## src/rtl/apb_comp.sv

```systemverilog
// apb_comp -- APB completer with 64 x 32-bit word storage and programmable wait states.
//
// Ports:
//   pclk      in   sole clock, rising edge
//   preset_n  in   synchronous active-low reset
//   paddr     in   byte address; word index is paddr[7:2]
//   pprot     in   protection attributes (accepted, no effect)
//   psel      in   completer select
//   penable   in   ACCESS phase indicator
//   pwrite    in   1 = write, 0 = read
//   pwdata    in   write data
//   pstrb     in   write byte strobes (ignored on reads)
//   prdata    out  read data; 0 except during a good read completion
//   pready    out  transfer completion
//   pslverr   out  transfer error (misaligned or address >= 0x100)
//
// Handshake: a transfer completes on the rising edge where pready=1. pready
// is asserted only in the ACCESS state with psel and penable high once the
// wait counter reaches WAIT_STATES. Write data commits and read data is valid
// on that same completing edge; bus values present at that edge are used.
// The FSM state is held in the signal 'state' for checker binding.
module apb_comp #(
  parameter int DATA_WIDTH  = 32,
  parameter int ADDR_WIDTH  = 32,
  parameter int WAIT_STATES = 1
) (
  input  logic                    pclk,
  input  logic                    preset_n,
  input  logic [ADDR_WIDTH-1:0]   paddr,
  input  logic [2:0]              pprot,
  input  logic                    psel,
  input  logic                    penable,
  input  logic                    pwrite,
  input  logic [DATA_WIDTH-1:0]   pwdata,
  input  logic [DATA_WIDTH/8-1:0] pstrb,
  output logic [DATA_WIDTH-1:0]   prdata,
  output logic                    pready,
  output logic                    pslverr
);

  localparam int         NBYTES = DATA_WIDTH / 8;
  localparam logic [3:0] WS     = 4'(WAIT_STATES);

  typedef enum logic [1:0] {
    IDLE   = 2'd0,
    SETUP  = 2'd1,
    ACCESS = 2'd2
  } state_t;

  state_t                  state;
  logic [3:0]              count;
  logic [DATA_WIDTH-1:0]   mem [64];
  logic [5:0]              idx;
  logic                    addr_err;
  logic                    unused_prot;

  // Protection attributes are accepted but never affect behaviour.
  assign unused_prot = ^pprot;

  assign idx      = paddr[7:2];
  assign addr_err = (paddr[1:0] != 2'b00) || (|paddr[ADDR_WIDTH-1:8]);

  // Gated by preset_n so the outputs are quiet during the reset cycle itself,
  // even though the registered state only clears at the reset edge. This
  // also keeps a transfer caught by reset from completing or writing.
  assign pready  = preset_n && (state == ACCESS) && psel && penable && (count == WS);
  assign pslverr = pready && addr_err;
  assign prdata  = (pready && !pwrite && !addr_err) ? mem[idx] : '0;

  always_ff @(posedge pclk) begin
    if (!preset_n) begin
      state <= IDLE;
      count <= '0;
      for (int i = 0; i < 64; i++) begin
        mem[i] <= '0;
      end
    end else begin
      if (!psel) begin
        state <= IDLE;
      end else begin
        case (state)
          IDLE: begin
            // penable high while idle is not a valid start; stay put.
            if (!penable) state <= SETUP;
          end
          SETUP: begin
            state <= ACCESS;
            count <= '0;
          end
          ACCESS: begin
            if (pready) begin
              state <= IDLE;
            end else if (count != WS) begin
              // Holds at WS if penable drops, so the counter never wraps.
              count <= count + 4'd1;
            end
          end
          default: state <= IDLE;
        endcase
      end

      if (pready && pwrite && !addr_err) begin
        for (int b = 0; b < NBYTES; b++) begin
          if (pstrb[b]) mem[idx][8*b +: 8] <= pwdata[8*b +: 8];
        end
      end
    end
  end

endmodule

```

## config.mk

```make
export PLATFORM = sky130hd
export DESIGN_NAME = apb_comp
export DESIGN_NICKNAME = d
export VERILOG_FILES = /design/src/rtl/apb_comp.sv
export SDC_FILE = /design/constraint.sdc
export NUM_CORES = 2
export LEC_CHECK = 0
export CAP_MARGIN = 40
export CORE_ASPECT_RATIO = 1.4
export CORE_MARGIN = 8
export CORE_UTILIZATION = 61
export CTS_CLUSTER_SIZE = 20
export DETAILED_ROUTE_END_ITERATION = 10
export PLACE_DENSITY = 0.77
export SYNTH_ARGS = -nofsm -noshare
export SYNTH_HDL_FRONTEND = slang
export SYNTH_SLANG_ARGS = --single-unit
```

## constraint.sdc

```tcl
create_clock -name pclk -period 4.15 [get_ports pclk]
set_input_delay 0.415 -clock pclk [delete_from_list [all_inputs] [get_ports pclk]]
set_output_delay 0.415 -clock pclk [all_outputs]
set_load 0.02 [all_outputs]
```

Word level (Yosys, flattened, before mapping)
Memory sizes are Yosys's and may differ from the RTL's.
Index checks and enable logic that the tools add are counted.

storage, ports and cells
  output and inout bits = 34
  flip-flop bits (word level) = 6
  memory bits (writable) = 2,048
  bits of input ports = 76
  memories = 1

memory list
  name  words  width  read ports  clocked after Yosys merged registers in  write ports  RTL line  source
  mem   64     32     1           0                                        64           52        logic [DATA_WIDTH-1:0] mem [64];

cells by class
  muxes and demuxes = 27
  add/sub/neg operators = 1
  eq/ne operators = 8
  reduce and logical (&&, ||, !) cells = 20

operators with widths
  operator                                        number
  2-to-1 mux 32 bit                               2
  OR reduction 32 bit                             1
  OR reduction 24 bit                             1
  2-to-1 mux 1 bit                                17
  2-to-1 mux 4 bit                                3
  logical AND 1 bit                               9
  one-hot mux 4 bit (2 select lines)              1
  2-to-1 mux 6 bit                                1
  != test 2 bit (second input constant)           3
  one-hot mux 2 bit (3 select lines)              1
  adder 4 x 1 -> 4 bit (second input constant)    1
  == test 4 x 1 -> 1 bit (second input constant)  1
  2-to-1 mux 2 bit                                2
  != test 4 x 1 -> 1 bit (second input constant)  1
  AND reduction 2 bit                             2
  AND reduction 4 bit                             1
  nonzero test 2 bit                              2
  == test 2 x 1 -> 1 bit (second input constant)  1
  == test 2 bit (second input constant)           1
  zero test 1 bit                                 2
  zero test 2 bit                                 1
  != test 2 x 1 -> 1 bit (second input constant)  1
  logical OR 1 bit                                1

Logic depth before layout (Yosys ltp)
  depth after elaboration = 12
  mapped depth = 12

Worst setup path after synthesis
Ideal clock, no wire load.

  path kind = input port to output port
  from = input paddr[3]
  to = output prdata[27]
  path buffers = 6
  path slack = 1.127 ns
  stages on the path = 9
  arrival time = 2.608 ns
  path through = buf_4 > buf_8 > buf_6 > buf_4 > buf_4 > buf_2 > a221oi_1 > o22ai_1 > a2111oi_1

on the way
  longest elaborated chain between the ends = 2

ends and longest elaborated chain
  what                       RTL line  source
  start: declaration         29        input logic [ADDR_WIDTH-1:0] paddr,
  memory read (64 x 32 bit)  n/a
  2-to-1 mux 32 bit          68        assign prdata = (pready && !pwrite && !addr_err) ? mem[idx] : '0;
  end: declaration           36        output logic [DATA_WIDTH-1:0] prdata,

No other way between the ends.

Final worst setup path
  from = input paddr[7]
  to = output prdata[30]

Same word-level chain as after synthesis.

==> impl_table.tex <==
\begin{tabular}{lr}
\hline
Metric & Value \\
\hline
\multicolumn{2}{l}{\textbf{Run status}} \\
\quad Status & finished, violations left \\
\quad Violated checks & setup timing \\
\multicolumn{2}{l}{\textbf{GRT}} \\
\quad Maximum number of pins on one net before global-route repair & 96 \\
\quad Via count of the first global-routing pass & 67900 \\
\quad Initial antenna violation count & 20 \\
\quad GRT overflow & 0 \\
\quad First-pass GRT wire length & about 540000 µm \\
\quad Global routing usage summed across all routing layers & around half \\
\multicolumn{2}{l}{\textbf{Route}} \\
\quad Met3 wire length & 68700 µm \\
\quad Total vias in the final route & roughly 72000 \\
\quad Residual DRC & 0 \\
\quad Detailed-routed wire length on met2 & $\sim$170000 µm \\
\quad Number of nets with antenna violations after routing & 0 \\
\quad Number of design-rule violations left by the first detailed-router iteration & around 15000 \\
\quad Sum of routed wire length over all layers & a little over 400000 µm \\
\quad Top sig layer & met5 \\
\quad Detail-routed net length per standard cell & $\sim$42 µm \\
\quad Via density per instance & around 7.5 \\
\quad DRT met1 WL & between 100000 and 150000 µm \\
\quad Number of iterations in the first detailed-routing pass & 10 \\
\multicolumn{2}{l}{\textbf{Logic synthesis}} \\
\quad Cell count after synthesis & between 7000 and 8000 \\
\quad Simple logic cell fraction of the synthesized area & a little under an eighth \\
\quad Number of synthesized register bits & just over 2000 \\
\quad Post-Syn Area & about 0.09 mm² \\
\quad Synthesized netlist net count & 7181 \\
\quad Yosys warning count & 0 \\
\quad Compound-gate portion of the synthesized area & between 8 and 9\% \\
\quad Proportion of synthesized area in mux cells & 8.01\% \\
\quad Main combinational cell family by area after synthesis & simple AND/OR/NAND/NOR gates \\
\quad Synth cell types & 74 \\
\quad Adder-cell area share of the yosys netlist & 0.0277\% \\
\quad Synthesized area per cell & about 13 µm² \\
\quad Xor and xnor fraction of the mapped netlist area & less than 1\% \\
\quad Async set or reset register ratio after synthesis & 0\% \\
\quad Number of enable flip-flop cells after synthesis & slightly above 2000 \\
\quad Share of synthesized area occupied by flip-flops and latches & between 60 and 70\% \\
\quad Most used flip-flop cell after synthesis & edfxtp\_1 \\
\multicolumn{2}{l}{\textbf{CTS}} \\
\quad Max Buffers Root-to-Sink & 3 \\
\quad Clock tree sinks & just over 2000 \\
\quad CTS Buf Count & 187 \\
\quad Source-to-sink clock delay at the later pin of the worst-skew pair & around 0.86 ns \\
\quad Clock-pin slew of the registers on the worst-case setup and hold paths & $\sim$0.06 ns \\
\quad CTS tree & yes \\
\quad Clk root buf & clkbuf\_16 \\
\quad H-tree levels & 4 \\
\multicolumn{2}{l}{\textbf{Worst setup path}} \\
\quad Maximum net fanout on the critical path & 10 \\
\quad Critical path class & in -> out \\
\quad Nature of the critical path startpoint & input pin \\
\quad Crit path largest cell delay & about 0.64 ns \\
\quad CP Data Arrival Time & 3.84 ns \\
\quad Required time at the endpoint of the critical path & between 3 and 4 ns \\
\quad Cell type of the slowest stage on the worst timing path & clkdlybuf4s50\_1 \\
\quad Cells traversed along the worst timing path & clkdlybuf4s50\_1 > buf\_4 > inv\_1 > nand3\_1 > buf\_4 > nor2\_1 > a32oi\_1 > a41oi\_4 > buf\_4 > clkdlybuf4s50\_1 \\
\quad Type of destination of the critical path & primary output \\
\quad Cell type with the highest occurrence count on the critical path & buf\_4 \\
\multicolumn{2}{l}{\textbf{Floorplanning}} \\
\quad Number of top-level pins & between 100 and 150 \\
\quad Floorplan core area & around 0.15 mm² \\
\quad Die Area & approximately 0.16 mm² \\
\quad DIE HEIGHT & approximately 470 µm \\
\quad Placement row count & approximately 170 \\
\quad Initial Utilization & just over 60\% \\
\quad Chip width & around 340 µm \\
\multicolumn{2}{l}{\textbf{Hold path}} \\
\quad Path class of the lowest-slack min-delay path & in -> reg \\
\multicolumn{2}{l}{\textbf{Placed design}} \\
\quad DP HPWL & $\sim$270000 µm \\
\quad Final GP Congestion & 1.10 \\
\quad Post-detailed-placement cell area & approximately 0.097 mm² \\
\quad Placement Setup Slack & -0.272 ns \\
\quad Count of placed standard cells including taps & around 9200 \\
\quad Port Buffers & $\sim$110 \\
\multicolumn{2}{l}{\textbf{STA}} \\
\quad Rel. slew slack & between 20\% and 30\% \\
\quad Final hold slack & about 0.19 ns \\
\quad Max Slew Vio Count & 0 \\
\quad Post-Route Setup TNS & -0.143 ns \\
\quad Post-route worst setup slack & -0.101 ns \\
\quad Final worst path period share & 102\% \\
\quad RSZ-0062 raised after global routing & no \\
\quad Slew at the pin with the worst max-slew slack & about 1.1 ns \\
\quad Maximum clock frequency & between 200 and 250 MHz \\
\quad Final setup violation count & 2 \\
\quad Final period demand of the worst path & 4.25 ns \\
\quad Number of failing hold endpoints at the final stage & 0 \\
\quad Clock tree skew after final layout & about 0.024 ns \\
\multicolumn{2}{l}{\textbf{Cells and area}} \\
\quad Post-layout net count & around 7600 \\
\quad Area growth from synthesis to layout & 14.6\% \\
\quad Fraction of final layout cells sized beyond drive strength 1 & 18.4\% \\
\quad Post-route design area & about 0.10 mm² \\
\quad Final std cells w/o fill & 9596 \\
\quad Util after Layout & 70.2\% \\
\multicolumn{2}{l}{\textbf{Pwr}} \\
\quad Power per unit of standard cell area & 442 mW/mm² \\
\quad Share of power burned in combinational logic & about a tenth \\
\quad Sum of internal, switching and leakage power & $\sim$46 mW \\
\quad Share of power burned in the clock network & 39.0\% \\
\quad Power share of the sequential group & 51.6\% \\
\quad Maximum VDD drop & about 0.00039 V \\
\quad Net switching power & approximately 11 mW \\
\quad Internal Dissipation & 34.6 mW \\
\quad Net switching share of the total power & 24.4\% \\
\quad Leakage power of the design & between 30 and 40 nW \\
\multicolumn{2}{l}{\textbf{Job}} \\
\quad Max-cap check violation count & 0 \\
\hline
\end{tabular}
## power groups by stage
stage,clock (mW),combinational [mW],sequential (mW)
after floorplan,0,1.82,24.0
after global placement,0,3.96,24.0
after detailed placement,0,3.98,24.0
after CTS,17.7,4.01,23.6
after global routing,18.4,4.17,23.6
final,17.8,4.29,23.6
## area by class of cell
cell class	instances	area, µm²
sequential	2054	61600
fill	10400	43900
multi-input combinational	4434	26100
timing repair buffer	791	7140
clock buffer	236	5010
tap	1943	2430
clock inverter	114	1150
antenna	16	40.0
inverter	8	38.8
## metal layers
layer | up-vias | GRT usage (%)
met3 | 2311 | 18.0
met5 | - | 0
met4 | 18 | 44.1
met2 | 7943 | 69.8
met1 | 34400 | 59.3
li1 | 27000 | -
## cell families after synthesis
| kind of cell | Yosys count |
|---|---|
| buf+inv | 615 |
| flops | 2054 |
| xor+xnor | 2 |
| compound gates | 1186 |
| fa+ha+maj | 2 |
| simple gates | 2755 |
| mux | 489 |
## critical path: cells and delay by family
family | cells | cell delay [ns]
buffers and inverters | 6 | 2.30
AOI/OAI and AO/OA | 2 | 0.48
and+or+nand+nor | 2 | 0.64
## state kept, by name (all words and copies together) (netlist names)
name / cells
count: 4
state: 2
mem: 2048
## Yosys cell counts, types with 49 or more instances
| master | instances | share of area, % |
|---|---|---|
| o21ai_0 | 367 | 2.0 |
| nor2_1 | 2153 | 8.9 |
| clkbuf_1 | 202 | 0.84 |
| mux2i_1 | 153 | 1.7 |
| o221ai_1 | 147 | 1.4 |
| edfxtp_1 | 2048 | 68 |
| buf_4 | 49 | 0.41 |
| a21oi_1 | 119 | 0.66 |
| o22ai_1 | 315 | 2.2 |
| mux4_2 | 171 | 4.3 |
| nand2_1 | 441 | 1.8 |
| buf_2 | 278 | 1.5 |
| mux2_2 | 165 | 2.1 |
| buf_1 | 56 | 0.23 |
## final timing paths
check / startpoint / end / slack (ns) / cells after the start
setup / recovery: paddr[7] / prdata[30] / -0.10 / 10
hold / removal: penable / state[0] / 0.19 / 2
setup reg to reg: count[1] / mem[51][15] / 0.81 / 10
hold reg to reg: state[1] / state[0] / 0.48 / 1
## placed cells by master, fill, tap and decap left out, types with 119 or more instances in the layout
cell,count
a21oi_1,119
buf_4,617
clkbuf_16,194
edfxtp_1,2048
mux2_2,165
mux2i_1,153
mux4_2,171
nand2_1,431
nor2_1,2141
o21ai_0,221
o21ai_1,146
o221ai_1,146
o22ai_1,315
## repair_timing
action | in CTS | in global routing
gates cloned | 0 | 0
hold buffers | 1 | 0
resized for setup | 41 | 13
pin swaps | 1 | 4
setup endpoints to repair | 20 | 12
setup buffers | 2 | 0
endpoints found under the hold margin | 6 | 0
Power figures use the tool's default switching activity.
